==> src/rtl/ahb_reg_pkg.sv <==
// ahb_reg_pkg: shared AHB-Lite encodings and a byte-lane mask helper for ahb_reg_slave
package ahb_reg_pkg;
  localparam logic [1:0] HTRANS_IDLE   = 2'b00;
  localparam logic [1:0] HTRANS_BUSY   = 2'b01;
  localparam logic [1:0] HTRANS_NONSEQ = 2'b10;
  localparam logic [1:0] HTRANS_SEQ    = 2'b11;
  localparam logic [2:0] HSIZE_BYTE = 3'b000;
  localparam logic [2:0] HSIZE_HALF = 3'b001;
  localparam logic [2:0] HSIZE_WORD = 3'b010;
  localparam logic [1:0] HRESP_OKAY  = 2'b00;
  localparam logic [1:0] HRESP_ERROR = 2'b01;
  function automatic logic [31:0] lane_mask(input logic [3:0] be);
    return {{8{be[3]}}, {8{be[2]}}, {8{be[1]}}, {8{be[0]}}};
  endfunction
endpackage

==> src/rtl/ahb_byte_strobe_gen.sv <==
// ahb_byte_strobe_gen: maps AHB hsize and byte offset to a 4-lane byte enable (sizes above word act as word)
module ahb_byte_strobe_gen
  import ahb_reg_pkg::*;
(
  input  logic [2:0] hsize_i,
  input  logic [1:0] off_i,
  output logic [3:0] be_o
);
  // one lane for bytes, an aligned lane pair for halfwords, everything else full word
  always_comb be_o = (hsize_i == HSIZE_BYTE) ? 4'b0001 << off_i :
                     (hsize_i == HSIZE_HALF) ? (off_i[1] ? 4'b1100 : 4'b0011) : 4'b1111;
endmodule

==> src/rtl/ahb_reg_slave.sv <==
// ahb_reg_slave: zero-wait AHB-Lite register bank; last register is a read-only ID; optional AHBREG_ERROR_RESP_EN adds two-cycle ERROR responses
module ahb_reg_slave
  import ahb_reg_pkg::*;
#(
  parameter int unsigned NUM_REGS = 4,
  parameter int unsigned IDX_W    = 2,
  parameter logic [31:0] ID_VALUE = 32'h5253_4131
) (
  input  logic        hclk,
  input  logic        hresetn,
  input  logic [31:0] haddr,
  input  logic [1:0]  htrans,
  input  logic        hwrite,
  input  logic [2:0]  hsize,
  input  logic [2:0]  hburst,
  input  logic [31:0] hwdata,
  input  logic        hsel,
  input  logic        hready_in,
  output logic        hready,
  output logic [31:0] hrdata,
  output logic [1:0]  hresp,
  output logic [3:0]  ahbreg0
);
  localparam logic [IDX_W-1:0] ID_IDX = IDX_W'(NUM_REGS - 1);
  logic             acc, mapped, wr_en, unused;
  logic [IDX_W-1:0] idx;
  logic             dp_valid_q, dp_write_q, dp_mapped_q;
  logic [IDX_W-1:0] dp_idx_q;
  logic [1:0]       dp_off_q;
  logic [2:0]       dp_size_q;
  logic [3:0]       be;
  logic [31:0]      mask, rd_val, hrdata_q;
  logic [31:0]      reg_q [NUM_REGS];
  logic [31:0]      reg_d [NUM_REGS];
  assign unused  = ^{hburst, haddr[31:12], htrans[0]};
  assign acc     = hsel & hready_in & htrans[1];
  assign idx     = haddr[IDX_W+1:2];
  assign mapped  = (haddr[11:IDX_W+2] == '0) && (32'(idx) < NUM_REGS);
  assign wr_en   = dp_valid_q & dp_write_q & dp_mapped_q & (dp_idx_q != ID_IDX);
  assign mask    = lane_mask(be);
  assign hrdata  = hrdata_q;
  assign ahbreg0 = reg_q[0][3:0];
  ahb_byte_strobe_gen u_strobe (
    .hsize_i (dp_size_q),
    .off_i   (dp_off_q),
    .be_o    (be)
  );
  // next register image; reading it for the address phase forwards a same-cycle write
  always_comb begin
    for (int i = 0; i < NUM_REGS; i++)
      reg_d[i] = (wr_en && dp_idx_q == IDX_W'(i)) ? (reg_q[i] & ~mask) | (hwdata & mask) : reg_q[i];
  end
  // read value for an accepted address phase
  always_comb rd_val = !mapped ? '0 : (idx == ID_IDX) ? ID_VALUE : reg_d[idx];
  // data-phase capture, register writes and registered read data
  always_ff @(posedge hclk) begin
    if (hresetn) begin
      dp_valid_q  <= 1'b0;
      dp_write_q  <= 1'b0;
      dp_mapped_q <= 1'b0;
      dp_idx_q    <= '0;
      dp_off_q    <= '0;
      dp_size_q   <= '0;
      hrdata_q    <= '0;
      for (int i = 0; i < NUM_REGS; i++) reg_q[i] <= '0;
    end else begin
      dp_valid_q <= acc;
      if (acc) begin
        dp_write_q  <= hwrite;
        dp_mapped_q <= mapped;
        dp_idx_q    <= idx;
        dp_off_q    <= haddr[1:0];
        dp_size_q   <= hsize;
      end
      if (acc && !hwrite) hrdata_q <= rd_val;
      for (int i = 0; i < NUM_REGS; i++) reg_q[i] <= reg_d[i];
    end
  end
`ifdef AHBREG_ERROR_RESP_EN
  logic err, err1_q, err2_q;
  assign err    = acc & (!mapped | (hwrite & (idx == ID_IDX)));
  assign hready = ~err1_q;
  assign hresp  = (err1_q | err2_q) ? HRESP_ERROR : HRESP_OKAY;
  // two-cycle ERROR sequencing: wait cycle then completing cycle
  always_ff @(posedge hclk) begin
    if (hresetn) begin
      err1_q <= 1'b0;
      err2_q <= 1'b0;
    end else begin
      err1_q <= err;
      err2_q <= err1_q;
    end
  end
`else
  assign hready = 1'b1;
  assign hresp  = HRESP_OKAY;
`endif
endmodule

==> config.mk <==
export PLATFORM = sky130hd
export DESIGN_NAME = ahb_reg_slave
export DESIGN_NICKNAME = d
export VERILOG_FILES = /design/src/rtl/ahb_reg_pkg.sv /design/src/rtl/ahb_byte_strobe_gen.sv /design/src/rtl/ahb_reg_slave.sv
export SDC_FILE = /design/constraint.sdc
export NUM_CORES = 1
export LEC_CHECK = 0
export CORE_ASPECT_RATIO = 1.75
export CORE_MARGIN = 4
export CORE_UTILIZATION = 39
export CTS_BUF_LIST = sky130_fd_sc_hd__clkbuf_16
export CTS_CLUSTER_DIAMETER = 200
export DETAILED_ROUTE_END_ITERATION = 7
export PLACE_DENSITY = 0.61
export SYNTH_ARGS = -nofsm -noshare
export SYNTH_HDL_FRONTEND = slang
export SYNTH_SLANG_ARGS = --single-unit
==> constraint.sdc <==
create_clock -name hclk -period 3.16 [get_ports hclk]
set_clock_uncertainty 0.2 [all_clocks]
set_input_delay 0.79 -clock hclk [delete_from_list [all_inputs] [get_ports hclk]]
set_output_delay 0.79 -clock hclk [all_outputs]
set_load 0.02 [all_outputs]
# Yosys cells after proc, flatten, opt, wreduce, memory -nomap -nowiden
# Memory sizes are Yosys's and may differ from the RTL's.
# Index checks and enable logic that the tools add are counted.
# totals
register_bits	42
ramBits	128
input_bits	77
out_inout_bits	39
wordCells	64
n_memories	1
# op_classes
order_cmp	1
eq_ne	6
n_shift	1
n_mux	19
n_bitwise	20
reduce_logical	9
# memory_table
name	words	word_bits	rd	rd_clocked_by_memory_dff	write_ports	line_no	source
reg_q	4	32	4	0	4	ahb_reg_slave.sv:33	logic [31:0] reg_q [NUM_REGS];
# ops
cell	count
2-to-1 mux 32 bit	12
AND 32 bit	5
bitwise OR 32 bit	4
binary-select mux 32 bit (select 2 bit)	1
NOT 32 bit	1
2-to-1 mux 4 bit	3
zero test 8 bit	1
equality test 2 bit, second input constant	3
AND 1 bit	5
logical AND 1 bit	5
bitwise OR 1 bit	4
left shift 1 x 2 -> 4 bit, first input constant	1
equality test 3 x 1 -> 1 bit, second input constant	1
>= comparator 3 bit, second input constant	1
zero test 3 bit	1
2-to-1 mux 1 bit	3
NOT 2 -> 3 bit	1
equality test 2 x 1 -> 1 bit, second input constant	1
zero test 2 bit	1
inequality test 2 bit, second input constant	1
zero test 1 bit	1

# Longest topological paths before layout
# logic_depth
depth_word	12
depth_mapped	8
ltp_nobuf	6

# By module
# A second synthesis with hierarchy kept.
# hier_totals
hier_cells	531
area_unflattened_um2	5358.9
# modules_own_cells
module	n_inst	cells_each	area_per_inst_um2	seq_area_each_um2
ahb_reg_slave	1	523	5316.3	2762.6
ahb_byte_strobe_gen	1	8	42.5	0.0

# Worst setup path after synthesis
# No wires, ideal clock.
# synth_path
path_type	input -> register
from	in haddr[5]
to	reg hrdata_q[22], in the netlist hrdata[22]
setup_time_ns	0.060
arrival_ns	2.261
t_required_ns	2.900
setup_slack_ns	0.640
stages	6
path_buffers	1
path_cell_list	nor4_1 nand2_1 or4_1 clkbuf_1 a211oi_1 a221o_1
# synth_between
elab_chain_cells	2
# synth_rtl
element	line_no	source
start, declared	ahb_reg_slave.sv:11	input logic [31:0] haddr,
zero test 8 bit	ahb_reg_slave.sv:38	assign mapped = (haddr[11:IDX_W+2] == '0) && (32'(idx) < NUM_REGS);
2-to-1 mux 32 bit	ahb_reg_slave.sv:54	always_comb rd_val = !mapped ? '0 : (idx == ID_IDX) ? ID_VALUE : reg_d[idx];
end signal, assigned	ahb_reg_slave.sv:75	if (acc && !hwrite) hrdata_q <= rd_val;
end, declared	ahb_reg_slave.sv:32	logic [31:0] mask, rd_val, hrdata_q;
# Every way passes these cells.
# A chain may end at the register's enable or synchronous reset.

# Worst setup path in the final report
# layout_path
from	in haddr[9]
to	reg hrdata_q[12], in the netlist hrdata[12]
# Same word-level chain as after synthesis.

==> flow_summary.ini <==
[layout]
antennaDiodeCount = 0
layout.nets = 731
syn2layout_area_growth_pct = 30.50
drive_above_1_share_pct = 9.295

[timing]
fin_crit_sh_pct = 85.11
final-max-slew-violation-count = 0
postLayoutSetupSlackWorst_ns = 0.4707
setup_viol = 0
clock.fmax_mhz = 371.8
setup_tns_ns = 0
finalHoldViolCount = 0
tightest_slew_ns = 1.175
slew_headroom_pct = 21.68
rsz0062_at_grt = no
period_needed_ns = 2.689

[setup_path]
reg2reg_from = dp_size_q[2]
ff2ff_path_depth = 6
cpMaxStageDelayCell = or4_1
critPathTopFamily = simple AND/OR/NAND/NOR gates
cp-startpoint = haddr[9]
crit_arrival_ns = 2.84
cp-start-kind = input port
path_cells = clkdlybuf4s50_1 > nor4_1 > nand2_1 > or4_1 > nor2_1 > buf_4 > a221o_1
worstPathBufferInverterCount = 2
cp_data_required_time_ns = 3.31
cp.depth = 7
crit_type = in2reg
path_max_fanout = 9
endpoint_kind = flip-flop
critical-path-max-stage-delay_ns = 0.54

[logic_synthesis]
synth_area_um2 = 5637
synth_edf_count = 0
synth_cells = 570
ys_ff_latch = 144
synth_top_cell_by_area = dfxtp_1
async_flop_share_pct = 0
yosys.area.top_type_share_pct = 51.14
ys_types = 38
ys.flop_type = dfxtp_1
syn-mean-instance-area_um2 = 9.889
ys_seq_area_share_pct = 51.14
synth_warnings = 0
synthTopCellsByArea = dfxtp_1 (51%), mux2i_1 (17%), nor2_1 (8.8%), a221o_1 (5.1%), o22ai_1 (2.2%)

[clock_tree]
clockRootBuffer = clkbuf_16
clock_latency_ns = 0.41
htree_levels = 4
path_clk_slew_ns = 0.06
clockBufferDepth = 2
numCtsBuffers = 17
postCtsHoldBufs = 0
cts_num_sinks = 144
cts_tree = built
post_cts_buffers = 0
ctsResizeCount = 0

[drt]
wl_per_cell_um = 17.23
ant_nets = 0
firstDrtPassIters = 5
avgViaCountPerCell = 5.194
vias = 4384
drt_iter0_drc = 188
drt_wl_total_mm = 14.54
remaining_drc_errors = 0

[place]
place_congestion = 0.8707
dpl_worst_slack_ns = 0.04078
numPortBuffers = 88
dpl.hpwl_mm = 10.03

[floorplanning]
core_region_area_um2 = 14050
placementRows = 57
io_pins = 116
die_x_um = 98.88
start_util_pct = 40.12
die_height_um = 167.0
fp.dieArea_um2 = 16520

[run]
maxCapViolCount = 0

[power_and_ir_drop]
p_per_area_nw_per_um2 = 576.8
peakVddDrop_mv = 0.3593
leakage_nw = 2.954

[global_route]
grt_pass1_vias = 4539
grt_overflow = 0
antenna_found_initial = 0
grt_pass1_wl_mm = 23.39
grt_max_degree = 112
grtUsageTotal_pct = 17.96

[run_status]
status = complete, no violations

[min_path]
min-delay-path-class = reg2reg
whs_path_depth = 1
hold_start = reg_q[3][5]
flip-flops by register name (all words and copies together), names as in the netlist:
name,cells
dp_idx_q,2
dp_mapped_q,1
dp_off_q,2
dp_size_q,3
dp_valid_q,1
dp_write_q,1
hrdata,32
reg_q,102
layout make-up:
class                      instances  area [um2]
clock buffer                      17       425.4
clock inverter                    15       240.2
fill                            1281        6694
inverter                           3       11.26
multi-input combinational        380        2546
sequential                       144        2883
tap                              177       221.5
timing repair buffer             108        1028
through the flow:
| step | std cells | hold WS (ns) | utilization (%) | cell area (um2) | power [mW] |
|---|---|---|---|---|---|
| after floorplan | 571 | 0.2379 | - | 5640 | 1.936 |
| final | 844 | 0.2670 | 52.36 | 7356 | 4.243 |
| after CTS | 844 | 0.2703 | 52.36 | 7356 | 4.283 |
| after global routing | 844 | 0.2815 | 52.36 | 7356 | 4.365 |
| after global placement | 812 | 0.2535 | 47.62 | 6690 | 2.044 |
| after detailed placement | 812 | 0.2580 | 47.62 | 6690 | 2.046 |
power by group:
part | internal (mW) | switching (mW) | leakage [nW]
combinational | 0.0799 | 0.103 | 1.47
clock | 1.48 | 0.758 | 0.326
sequential | 1.82 | 0.00388 | 1.16
total | 3.38 | 0.865 | 2.95
synthesized netlist by cell type, types with 2 or more instances:
cell type,count
conb_1,2
nand2b_1,3
nor4_1,2
a221o_1,29
a21oi_1,14
a211o_1,2
a211oi_4,3
nor2_1,132
o21ai_0,2
o221ai_1,6
nand2_1,30
a211oi_1,4
dfxtp_1,144
buf_4,8
nor2b_1,8
nor2_4,2
o22ai_1,20
o21ai_1,7
o21a_1,2
inv_1,3
clkbuf_1,29
mux2i_1,95
buf_2,6
nand3_1,3
cell usage in the layout, fill, tap and decap left out, drive strengths merged, types with 2 or more instances in the layout:
master,Yosys,layout
dfxtp,144,144
nor2,134,134
mux2i,95,95
clkdlybuf4s50,0,87
nand2,30,30
a221o,29,29
buf,15,21
o22ai,20,20
clkbuf,29,17
a21oi,15,15
o21ai,9,9
nor2b,8,8
a211oi,7,7
o221ai,6,6
bufinv,0,6
inv,3,6
clkinv,0,5
nand2b,3,3
nand3,3,3
conb,2,3
nor4,3,3
o21a,2,2
a211o,2,2
final timing paths:
| kind | endpoint | slack, ns |
|---|---|---|
| setup reg to reg | hrdata[18] | 0.59 |
| hold reg to reg | reg_q[3][5] | 0.27 |
| setup / recovery | hrdata[12] | 0.47 |
| hold / removal | reg_q[3][5] | 0.27 |
routing by layer:
| metal | share of wire, % | vias up | global-route usage [%] | routed length [um] |
|---|---|---|---|---|
| met4 | 1.1 | 0 | 5.945 | 166 |
| li1 | - | 2163 | - | - |
| met5 | 0 | - | 0 | 0 |
| met3 | 4.0 | 11 | 4.437 | 579 |
| met1 | 42 | 2108 | 21.51 | 6162 |
| met2 | 52 | 102 | 31.09 | 7632 |
cells by family (layout without fill, tap and decap cells):
group / count (synthesis) / after routing / synth area share, %
other: 2 / 3 / 0.1332
buffers and inverters: 47 / 143 / 3.796
flip-flops: 144 / 144 / 51.14
multiplexers: 96 / 96 / 17.07
AND/OR/NAND/NOR: 187 / 187 / 14.47
AO/OA/AOI/OAI: 94 / 94 / 13.39
(Power assumes the default switching activity.)
